<file path="src/rtl/reorder_buffer_pkg.sv">
// Shared constants and helpers for the reorder buffer and the rename stage that feeds it.
package reorder_buffer_pkg;

    localparam int ROB_LENGTH = 32;
    localparam int ROB_TAG_W  = 5;
    localparam int ROB_PREG_W = 6;
    localparam int ARCH_W     = 5;
    localparam int PC_W       = 32;

    // Retire-side bundles seen by rename: {strobe, arch_reg, new_phys} and {strobe, old_phys}
    localparam int RRAT_UPD_W = 1 + ARCH_W + ROB_PREG_W;
    localparam int FREE_UPD_W = 1 + ROB_PREG_W;

    // Architectural r0 is hardwired, so it never updates the RRAT nor frees a register.
    function automatic logic writes_arch_reg(input logic regwrite, input logic [ARCH_W-1:0] arch_reg);
        return regwrite && (arch_reg != {ARCH_W{1'b0}});
    endfunction

endpackage

</file>
<file path="src/rtl/reorder_buffer_if.sv">
// Rename/EXE/retire signal bundle of the reorder buffer; the ROB is the slave side.
interface reorder_buffer_if
    import reorder_buffer_pkg::*;
#(
    parameter int TAG_W  = ROB_TAG_W,
    parameter int PREG_W = ROB_PREG_W
);

    logic              alloc_valid;
    logic              alloc_regwrite;
    logic [ARCH_W-1:0] alloc_arch_reg;
    logic [PREG_W-1:0] alloc_new_phys;
    logic [PREG_W-1:0] alloc_old_phys;
    logic [PC_W-1:0]   alloc_pc;
    logic              rob_halt;
    logic [TAG_W-1:0]  alloc_tag;

    logic              complete_valid;
    logic [TAG_W-1:0]  complete_tag;
    logic              complete_mispredict;
    logic [PC_W-1:0]   complete_target;

    logic              retire_valid;
    logic              retire_regwrite;
    logic [ARCH_W-1:0] retire_arch_reg;
    logic [PREG_W-1:0] retire_new_phys;
    logic              free_valid;
    logic [PREG_W-1:0] free_phys;
    logic [PC_W-1:0]   retire_pc;
    logic              flush;
    logic [PC_W-1:0]   flush_target;
    logic [TAG_W:0]    count;

    modport master (
        output alloc_valid, alloc_regwrite, alloc_arch_reg, alloc_new_phys, alloc_old_phys, alloc_pc,
        output complete_valid, complete_tag, complete_mispredict, complete_target,
        input  rob_halt, alloc_tag, retire_valid, retire_regwrite, retire_arch_reg, retire_new_phys,
        input  free_valid, free_phys, retire_pc, flush, flush_target, count
    );

    modport slave (
        input  alloc_valid, alloc_regwrite, alloc_arch_reg, alloc_new_phys, alloc_old_phys, alloc_pc,
        input  complete_valid, complete_tag, complete_mispredict, complete_target,
        output rob_halt, alloc_tag, retire_valid, retire_regwrite, retire_arch_reg, retire_new_phys,
        output free_valid, free_phys, retire_pc, flush, flush_target, count
    );

endinterface

</file>
<file path="src/rtl/reorder_buffer.sv">
// Reorder buffer: tail allocation from rename, completion by tag from EXE, in-order
// retirement toward the RRAT and free list, and a one-cycle flush on a mispredicted head.
module reorder_buffer
    import reorder_buffer_pkg::*;
#(
    parameter int LENGTH = ROB_LENGTH,
    parameter int TAG_W  = ROB_TAG_W,
    parameter int PREG_W = ROB_PREG_W
) (
    input logic             CLK,
    input logic             RESET,
    reorder_buffer_if.slave bus
);

    // Pointers carry one extra wrap bit to tell full from empty.
    logic [TAG_W:0]      r_head;
    logic [TAG_W:0]      r_tail;
    logic [LENGTH-1:0]   r_valid;
    logic [LENGTH-1:0]   r_done;

    logic                r_mispredict [LENGTH];
    logic                r_regwrite   [LENGTH];
    logic [ARCH_W-1:0]   r_arch_reg   [LENGTH];
    logic [PREG_W-1:0]   r_new_phys   [LENGTH];
    logic [PREG_W-1:0]   r_old_phys   [LENGTH];
    logic [PC_W-1:0]     r_pc         [LENGTH];
    logic [PC_W-1:0]     r_target     [LENGTH];

    logic                r_retire_valid;
    logic                r_retire_regwrite;
    logic [ARCH_W-1:0]   r_retire_arch_reg;
    logic [PREG_W-1:0]   r_retire_new_phys;
    logic                r_free_valid;
    logic [PREG_W-1:0]   r_free_phys;
    logic [PC_W-1:0]     r_retire_pc;
    logic                r_flush;
    logic [PC_W-1:0]     r_flush_target;

    logic [TAG_W-1:0]    w_head_idx;
    logic [TAG_W-1:0]    w_tail_idx;
    logic                w_full;
    logic                w_retire;
    logic                w_retire_writes;
    logic                w_flush_pending;
    logic                w_alloc;
    logic                w_complete;

    // Status, retire decision and request acceptance, all from start-of-cycle state.
    always_comb begin
        w_head_idx      = r_head[TAG_W-1:0];
        w_tail_idx      = r_tail[TAG_W-1:0];
        w_full          = (r_head[TAG_W-1:0] == r_tail[TAG_W-1:0]) && (r_head[TAG_W] != r_tail[TAG_W]);
        w_retire        = r_valid[w_head_idx] && r_done[w_head_idx];
        w_retire_writes = w_retire && writes_arch_reg(r_regwrite[w_head_idx], r_arch_reg[w_head_idx]);
        w_flush_pending = w_retire && r_mispredict[w_head_idx];
        w_alloc         = bus.alloc_valid && !w_full && !w_flush_pending;
        w_complete      = bus.complete_valid && r_valid[bus.complete_tag] && !w_flush_pending;
    end

    // Occupancy bookkeeping: pointers plus per-entry valid/done.
    always_ff @(posedge CLK or negedge RESET) begin
        if (!RESET) begin
            r_head  <= {(TAG_W+1){1'b0}};
            r_tail  <= {(TAG_W+1){1'b0}};
            r_valid <= {LENGTH{1'b0}};
            r_done  <= {LENGTH{1'b0}};
        end else if (w_flush_pending) begin
            r_head  <= {(TAG_W+1){1'b0}};
            r_tail  <= {(TAG_W+1){1'b0}};
            r_valid <= {LENGTH{1'b0}};
            r_done  <= {LENGTH{1'b0}};
        end else begin
            if (w_alloc) begin
                r_valid[w_tail_idx] <= 1'b1;
                r_done[w_tail_idx]  <= 1'b0;
                r_tail              <= r_tail + (TAG_W+1)'(1);
            end
            if (w_complete) begin
                r_done[bus.complete_tag] <= 1'b1;
            end
            // Placed last so a retiring head is always cleared even if re-completed.
            if (w_retire) begin
                r_valid[w_head_idx] <= 1'b0;
                r_done[w_head_idx]  <= 1'b0;
                r_head              <= r_head + (TAG_W+1)'(1);
            end
        end
    end

    // Entry payload; only ever read once valid/done qualify it, so it needs no reset.
    always_ff @(posedge CLK) begin
        if (w_alloc) begin
            r_regwrite[w_tail_idx] <= bus.alloc_regwrite;
            r_arch_reg[w_tail_idx] <= bus.alloc_arch_reg;
            r_new_phys[w_tail_idx] <= bus.alloc_new_phys;
            r_old_phys[w_tail_idx] <= bus.alloc_old_phys;
            r_pc[w_tail_idx]       <= bus.alloc_pc;
        end
        if (w_complete) begin
            r_mispredict[bus.complete_tag] <= bus.complete_mispredict;
            r_target[bus.complete_tag]     <= bus.complete_target;
        end
    end

    // Registered retire, free-list and flush outputs; all fields read zero when idle.
    always_ff @(posedge CLK or negedge RESET) begin
        if (!RESET) begin
            r_retire_valid    <= 1'b0;
            r_retire_regwrite <= 1'b0;
            r_retire_arch_reg <= {ARCH_W{1'b0}};
            r_retire_new_phys <= {PREG_W{1'b0}};
            r_free_valid      <= 1'b0;
            r_free_phys       <= {PREG_W{1'b0}};
            r_retire_pc       <= {PC_W{1'b0}};
            r_flush           <= 1'b0;
            r_flush_target    <= {PC_W{1'b0}};
        end else begin
            r_retire_valid    <= w_retire;
            r_retire_regwrite <= w_retire_writes;
            r_free_valid      <= w_retire_writes;
            r_flush           <= w_flush_pending;
            r_retire_arch_reg <= w_retire ? r_arch_reg[w_head_idx] : {ARCH_W{1'b0}};
            r_retire_new_phys <= w_retire ? r_new_phys[w_head_idx] : {PREG_W{1'b0}};
            r_free_phys       <= w_retire ? r_old_phys[w_head_idx] : {PREG_W{1'b0}};
            r_retire_pc       <= w_retire ? r_pc[w_head_idx] : {PC_W{1'b0}};
            r_flush_target    <= w_flush_pending ? r_target[w_head_idx] : {PC_W{1'b0}};
        end
    end

    assign bus.rob_halt        = w_full;
    assign bus.alloc_tag       = w_tail_idx;
    assign bus.count           = r_tail - r_head;
    assign bus.retire_valid    = r_retire_valid;
    assign bus.retire_regwrite = r_retire_regwrite;
    assign bus.retire_arch_reg = r_retire_arch_reg;
    assign bus.retire_new_phys = r_retire_new_phys;
    assign bus.free_valid      = r_free_valid;
    assign bus.free_phys       = r_free_phys;
    assign bus.retire_pc       = r_retire_pc;
    assign bus.flush           = r_flush;
    assign bus.flush_target    = r_flush_target;

endmodule

</file>
<file path="src/flat_wrapper.sv">
// flat-port wrapper written by rule: the top's interface ports become plain ports
module reorder_buffer_flat import reorder_buffer_pkg::*;
#(
    parameter int LENGTH = ROB_LENGTH,
    parameter int TAG_W  = ROB_TAG_W,
    parameter int PREG_W = ROB_PREG_W
)
  (CLK, RESET, bus_alloc_valid, bus_alloc_regwrite, bus_alloc_arch_reg, bus_alloc_new_phys, bus_alloc_old_phys, bus_alloc_pc, bus_complete_valid, bus_complete_tag, bus_complete_mispredict, bus_complete_target, bus_rob_halt, bus_alloc_tag, bus_retire_valid, bus_retire_regwrite, bus_retire_arch_reg, bus_retire_new_phys, bus_free_valid, bus_free_phys, bus_retire_pc, bus_flush, bus_flush_target, bus_count);
  reorder_buffer_if #(.TAG_W(TAG_W), .PREG_W(PREG_W)) bus_i ();
  input logic CLK;
  input logic RESET;
  input wire logic [$bits(bus_i.alloc_valid)-1:0] bus_alloc_valid;
  input wire logic [$bits(bus_i.alloc_regwrite)-1:0] bus_alloc_regwrite;
  input wire logic [$bits(bus_i.alloc_arch_reg)-1:0] bus_alloc_arch_reg;
  input wire logic [$bits(bus_i.alloc_new_phys)-1:0] bus_alloc_new_phys;
  input wire logic [$bits(bus_i.alloc_old_phys)-1:0] bus_alloc_old_phys;
  input wire logic [$bits(bus_i.alloc_pc)-1:0] bus_alloc_pc;
  input wire logic [$bits(bus_i.complete_valid)-1:0] bus_complete_valid;
  input wire logic [$bits(bus_i.complete_tag)-1:0] bus_complete_tag;
  input wire logic [$bits(bus_i.complete_mispredict)-1:0] bus_complete_mispredict;
  input wire logic [$bits(bus_i.complete_target)-1:0] bus_complete_target;
  output wire logic [$bits(bus_i.rob_halt)-1:0] bus_rob_halt;
  output wire logic [$bits(bus_i.alloc_tag)-1:0] bus_alloc_tag;
  output wire logic [$bits(bus_i.retire_valid)-1:0] bus_retire_valid;
  output wire logic [$bits(bus_i.retire_regwrite)-1:0] bus_retire_regwrite;
  output wire logic [$bits(bus_i.retire_arch_reg)-1:0] bus_retire_arch_reg;
  output wire logic [$bits(bus_i.retire_new_phys)-1:0] bus_retire_new_phys;
  output wire logic [$bits(bus_i.free_valid)-1:0] bus_free_valid;
  output wire logic [$bits(bus_i.free_phys)-1:0] bus_free_phys;
  output wire logic [$bits(bus_i.retire_pc)-1:0] bus_retire_pc;
  output wire logic [$bits(bus_i.flush)-1:0] bus_flush;
  output wire logic [$bits(bus_i.flush_target)-1:0] bus_flush_target;
  output wire logic [$bits(bus_i.count)-1:0] bus_count;
  assign bus_i.alloc_valid = bus_alloc_valid;
  assign bus_i.alloc_regwrite = bus_alloc_regwrite;
  assign bus_i.alloc_arch_reg = bus_alloc_arch_reg;
  assign bus_i.alloc_new_phys = bus_alloc_new_phys;
  assign bus_i.alloc_old_phys = bus_alloc_old_phys;
  assign bus_i.alloc_pc = bus_alloc_pc;
  assign bus_i.complete_valid = bus_complete_valid;
  assign bus_i.complete_tag = bus_complete_tag;
  assign bus_i.complete_mispredict = bus_complete_mispredict;
  assign bus_i.complete_target = bus_complete_target;
  assign bus_rob_halt = bus_i.rob_halt;
  assign bus_alloc_tag = bus_i.alloc_tag;
  assign bus_retire_valid = bus_i.retire_valid;
  assign bus_retire_regwrite = bus_i.retire_regwrite;
  assign bus_retire_arch_reg = bus_i.retire_arch_reg;
  assign bus_retire_new_phys = bus_i.retire_new_phys;
  assign bus_free_valid = bus_i.free_valid;
  assign bus_free_phys = bus_i.free_phys;
  assign bus_retire_pc = bus_i.retire_pc;
  assign bus_flush = bus_i.flush;
  assign bus_flush_target = bus_i.flush_target;
  assign bus_count = bus_i.count;
  reorder_buffer #(.LENGTH(LENGTH), .TAG_W(TAG_W), .PREG_W(PREG_W)) u_core (.CLK(CLK), .RESET(RESET), .bus(bus_i));
endmodule
</file>
<file path="config.mk">
export PLATFORM = sky130hd
export DESIGN_NAME = reorder_buffer_flat
export DESIGN_NICKNAME = d
export VERILOG_FILES = /design/src/rtl/reorder_buffer_pkg.sv /design/src/rtl/reorder_buffer_if.sv /design/src/rtl/reorder_buffer.sv /design/src/flat_wrapper.sv
export SDC_FILE = /design/constraint.sdc
export NUM_CORES = 2
export LEC_CHECK = 0
export ABC_AREA = 1
export CAP_MARGIN = 20
export CORE_MARGIN = 4
export CORE_UTILIZATION = 50
export DETAILED_ROUTE_END_ITERATION = 16
export DONT_BUFFER_PORTS = 1
export SLEW_MARGIN = 5
export SYNTH_ARGS = -nofsm -noshare
export SYNTH_HDL_FRONTEND = slang
export SYNTH_SLANG_ARGS = --single-unit
</file>
<file path="constraint.sdc">
create_clock -name CLK -period 4.8 [get_ports CLK]
set_clock_uncertainty 0.05 [all_clocks]
set_input_delay 0.72 -clock CLK [delete_from_list [all_inputs] [get_ports CLK]]
set_output_delay 0.72 -clock CLK [all_outputs]
set_load 0.01 [all_outputs]
</file>
Word level (Yosys, flattened, before mapping)

Memories as Yosys holds them, arrays and structs flattened.
Index checks and enable logic that the tools add are counted.

RAM bits: 2656
Memories: 7
Output and inout port bits: 97
Register bits: 160
Input port bits: 92
Word-level logic and storage cells: 89

Memory list:

| name                | depth | bits a word | rd ports | clocked after memory_dff | wr ports | line                 | source |
|---|---|---|---|---|---|---|---|
| u_core.r_pc         | 32    | 32          | 1        | 0                        | 1        | reorder_buffer.sv:26 | `logic [PC_W-1:0] r_pc [LENGTH];` |
| u_core.r_target     | 32    | 32          | 1        | 0                        | 1        | reorder_buffer.sv:27 | `logic [PC_W-1:0] r_target [LENGTH];` |
| u_core.r_new_phys   | 32    | 6           | 1        | 0                        | 1        | reorder_buffer.sv:24 | `logic [PREG_W-1:0] r_new_phys [LENGTH];` |
| u_core.r_old_phys   | 32    | 6           | 1        | 0                        | 1        | reorder_buffer.sv:25 | `logic [PREG_W-1:0] r_old_phys [LENGTH];` |
| u_core.r_arch_reg   | 32    | 5           | 1        | 0                        | 1        | reorder_buffer.sv:23 | `logic [ARCH_W-1:0] r_arch_reg [LENGTH];` |
| u_core.r_mispredict | 32    | 1           | 1        | 0                        | 1        | reorder_buffer.sv:21 | `logic r_mispredict [LENGTH];` |
| 1 more memories     | n/a   | n/a         | n/a      | n/a                      | n/a      | n/a                  |  |

Reductions and logical operators: 17
Add/subtract/negate cells: 3
$lt $le $gt $ge: 6
Muxes and demuxes: 35
Bitwise operators: 7
Equal/unequal tests: 2

Operator list:

| kind                  | count |
|---|---|
| $mux W32              | 12 |
| $and A32 B32 Y32      | 3 |
| $not A32 Y32          | 2 |
| $or A32 B32 Y32       | 2 |
| $mux W6               | 6 |
| $lt A5 B6 Y1 const B  | 3 |
| $bmux W1 S5           | 3 |
| $demux W1 S5          | 3 |
| $ge A5 B1 Y1 const B  | 3 |
| $add A6 B1 Y6 const B | 2 |
| $logic_and A1 B1 Y1   | 12 |
| $mux W1               | 10 |
| $sub A6 B6 Y6         | 1 |
| $eq A5 B5 Y1          | 1 |
| $mux W5               | 1 |
| $reduce_bool A5 Y1    | 1 |
| $reduce_bool A2 Y1    | 2 |
| $logic_not A1 Y1      | 2 |
| $ne A1 B1 Y1          | 1 |

Longest topological paths before layout

Depth after elaboration: 14
Depth in mapped cells: 17
Depth with buffers taken out: 14

Worst setup path before layout

OpenSTA, ideal clock, no wires.

Kind: input to register
Start: input port bus_complete_tag[0]
End: memory u_core.r_mispredict[26], enable pin
Setup time: 464 ps
Slack: 266 ps
Cell stages on the path: 11
Buffers on the path: 0
Arrival time: 4020 ps
Required time: 4286 ps
Path through: nor2_2 > inv_2 > nor2_1 > nor2_1 > nand2_1 > nand2_1 > nand2_1 > nor2_1 > a21oi_2 > nand2_1 > nor3_1

Cells in the longest elaborated chain, start to end: 6

Ends and longest elaborated chain:

| what                             | line                  | source |
|---|---|---|
| start, declared                  | flat_wrapper.sv:19    | `input wire logic [$bits(bus_i.complete_tag)-1:0] bus_complete_tag;` |
| $bmux W1 S5                      | reorder_buffer.sv:57  | `w_complete = bus.complete_valid && r_valid[bus.complete_tag] && !w_flush_pending;` |
| $mux W1 (not written as such)    | reorder_buffer.sv:57  |  |
| $logic_and A1 B1 Y1 (2 in a row) | reorder_buffer.sv:57  |  |
| $mux W1                          | reorder_buffer.sv:99  | `if (w_complete) begin` |
| $mux W1 (not written as such)    | reorder_buffer.sv:100 | `r_mispredict[bus.complete_tag] <= bus.complete_mispredict;` |
| end, declared                    | reorder_buffer.sv:21  |  |

Parallel ways exist; a longest one is shown, timed or not. The select of a mux whose other input is x is not followed.

Worst setup path after layout

Start: register u_core.r_head[1]
End: output port bus_count[5]

Cells in the longest elaborated chain, start to end: 1

Ends and longest elaborated chain:

| what                   | line                  | source |
|---|---|---|
| start, declared        | reorder_buffer.sv:16  | `logic [TAG_W:0] r_head;` |
| start signal, assigned | reorder_buffer.sv:63  | `r_head <= {(TAG_W+1){1'b0}};` |
| start signal, assigned | reorder_buffer.sv:68  | `r_head <= {(TAG_W+1){1'b0}};` |
| start signal, assigned | reorder_buffer.sv:85  | `r_head <= r_head + (TAG_W+1)'(1);` |
| $sub A6 B6 Y6          | reorder_buffer.sv:132 | `assign bus.count = r_tail - r_head;` |
| end, declared          | flat_wrapper.sv:33    | `output wire logic [$bits(bus_i.count)-1:0] bus_count;` |

Every way passes these cells.

==> impl_metrics.ini <==
[synth]
synthArstFlopShare_pct = 5.68
ys.flop_type = edfxtp_1
syn_area_sq_um = 111000
netlist_instances = 8406
synth_seq_area_share_pct = 75.3
synth_cell_types = 40
avgSynthCellArea_sq_um = 13.2
yosysWarningCount = 0
synth-edff-count = 2656
ys_seq_elements = 2816
syn-num-nets = 8512

[die]
core_area_sq_um = 220000
fp.dieArea_sq_um = 230000
rows = 172
die_w_um = 480
die_y_um = 480
io_pins = 189
initial_core_util_pct = 50.4

[timing]
grt_setup_unrepaired = false
worst_slew_pin_slew_ps = 1380
max_freq_ghz = 0.232
slew_violations = 0
max-slew-margin-rel_pct = 7.68
hold_viol_final = 0
fin_crit_sh_pct = 89.9
postLayoutSetupSlackWorst_ps = 484
tns_ps = 0
setup_viol = 0
period_minus_slack_ps = 4320

[final_layout]
final_area_sq_um = 126000
reg_top3 = u_core.r_pc (1024), u_core.r_target (1024)
multiInputGateArea_sq_um = 24200
register_area_sq_um = 83800
drive_above_1_share_pct = 8.58
area_delta_synth_final_pct = 13.6
fin_nets = 8601
fillers = 17544
final_cells = 11679

[clock_network]
clkSinkCount = 2816
clock-root-buffer = clkbuf_16
cts_buffers = 306
clk_latency_ps = 940
clock_path_buffers = 4
cts_hold_buf = 116
cts_tree = done
ctsResizeCount = 0
clkTransAtPathRegs_ps = 60
post-cts-setup-buffer-count = 0
htreeDepth = 5

[setup_path]
startpoint = u_core.r_head[1]
worst-setup-path-type = flop to output pin
cp-end-kind = output pin
cp_top_family = flip-flops
cp_slowest_cell = dfrtp_4
crit_end = bus_count[5]
cp.depth = 8
cpMostUsedCell = nor2_1
cp.required_ps = 4030
critPathMaxStageDelay_ps = 820
rrSetupSlack_ps = 530
r2r_cells = 8
critPathLaunchType = flop
path_buf_inv = 1
arrival_ps = 3550
timing.critical_path.cells = inv_8 -> ha_1 -> nand2_1 -> o21ai_0 -> a21oi_1 -> nor2_1 -> nor2_1 -> xor2_1
crit_fanout = 98
r2r_end = u_core.bus.flush_target[13]
rr_startpoint = u_core.r_head[0]

[global_route]
grt_pass1_vias = 68343
grt.total_usage_pct = 27.8
overflow = 0
grt_max_degree = 228
grt_pass1_wl_um = 473000
antenna_found_initial = 13

[detailed_routing]
drtIter0Drc = 9695
wl_per_cell_um = 27.9
route.detailed.drc = 0
drtPass1Iterations = 8
ant_nets = 0
vias = 71532
vias_per_cell = 6.12
routed_wirelength_um = 326000

[placed_design]
place_ws_ps = 730
gp_congestion = 0.949
placed_cell_area_sq_um = 115000
io_buffers = 0
place_hpwl_um = 171000
placedCellCount = 10988

[power_and_ir_drop]
switching_share_pct = 31.5
finalPower_uw = 67400
switchingPower_uw = 21200
p_seq_share_pct = 42.8
p_int_uw = 46200
p_per_area_nw_per_um2 = 534
pwr-share-comb_pct = 24.3
leakagePower_uw = 0.0440
clkPwrFrac_pct = 32.8
peakVddDrop_mv = 0.520

[status]
outcome = finished, final reports clean

[run]
max_cap_violations = 0

[worst_hold_path]
hold_path.class = input port to flop
## worst reg2reg max path, stage by stage, from the launching register on
cell       delay [ps]
dfrtp_4           460
buf_12            670
buf_4            1030
buf_4             850
nand2_1           140
a32o_1            290
nand2_1            70
o2111ai_1         190
nor3_1            360
## kinds of logic (layout without fill, tap and decap cells)
logic type	after synthesis	count (layout)	share of synthesized area [%]
adders and majority gates	14	14	0.164
buffers and inverters	740	1047	2.97
xor gates and xnor gates	7	7	0.0551
AOI/OAI and AO/OA	1715	1715	10.5
other	0	8	0
and+or+nand+nor	3114	3114	10.9
DFF	2816	2816	75.3
## power groups by stage
stage                     clock network (uW)  registers, uW  logic, uW
after floorplan                            0          29100      11300
after global placement                     0          29400      15500
after detailed placement                   0          29400      15600
after CTS                              22400          28900      16200
after global routing                   23500          28900      17800
final                                  22100          28900      16400
## cell usage after synthesis (32+ instances only)
cell,number,area share [%]
edfxtp_1,2656,72
buf_2,303,1.4
dfrtp_1,160,3.6
buf_1,36,0.12
a21oi_1,841,3.8
o2111ai_1,83,0.65
nand3_1,125,0.56
nor2_1,265,0.89
o21ai_0,141,0.63
buf_4,32,0.22
nand2_1,2579,8.7
nand4_1,48,0.27
a22oi_1,122,0.82
nor3_1,78,0.35
a32o_1,474,4.3
clkbuf_1,190,0.64
inv_1,164,0.55
## how the worst min path moves through the flow
stage                                       start                            end  slack (ps)  depth (start not counted)
after floorplan                             RESET               u_core.bus.flush         370                          0
after global placement                      RESET  u_core.bus.retire_arch_reg[4]         390                          0
after detailed placement                    RESET  u_core.bus.retire_arch_reg[4]         390                          0
after CTS                      bus_alloc_regwrite          u_core.r_regwrite[15]           2                          1
after global routing      bus_complete_target[31]        u_core.r_target[21][31]          40                          1
final                     bus_complete_target[31]        u_core.r_target[31][31]          70                          1
## final cells by class
class	instances	share of cell area (%)
clock buffer	402	6.54
clock inverter	124	0.777
timing repair buffer	346	3.67
antenna	8	0.0159
tap	2958	2.93
multi-input combinational	4850	19.1
inverter	175	0.599
sequential	2816	66.3
## layout by cell type, fill, tap and decap left out, types with 75 or more instances in the layout
cell type | synthesis | layout
o21ai_0 | 141 | 141
edfxtp_1 | 2656 | 2656
dfrtp_1 | 160 | 158
buf_12 | 0 | 113
nor3_1 | 78 | 75
dlygate4sd3_1 | 0 | 83
nor2_1 | 265 | 262
clkbuf_16 | 0 | 311
o2111ai_1 | 83 | 83
a22oi_1 | 122 | 122
inv_1 | 164 | 105
clkbuf_1 | 190 | 77
a32o_1 | 474 | 474
a21oi_1 | 841 | 841
buf_4 | 32 | 108
nand3_1 | 125 | 125
nand2_1 | 2579 | 2578
## through the flow
step	hold WS, ps	utilization [%]
6_report	68.6	57.3
5_1_grt	40.4	57.3
4_1_cts	2.22	57.0
3_5_place_dp	393	52.1
3_3_place_gp	392	52.1
2_1_floorplan	374	-
## per-layer routing
metal | vias to the layer above | global-route usage, % | part of all wire [%]
met5 | - | 0 | 0.0040
met1 | 36230 | 41.7 | 43
met2 | 3649 | 42.0 | 45
li1 | 31104 | - | -
met3 | 547 | 4.91 | 9.1
met4 | 2 | 8.12 | 2.8
No activity file was read; power rests on OpenSTA's default activity.
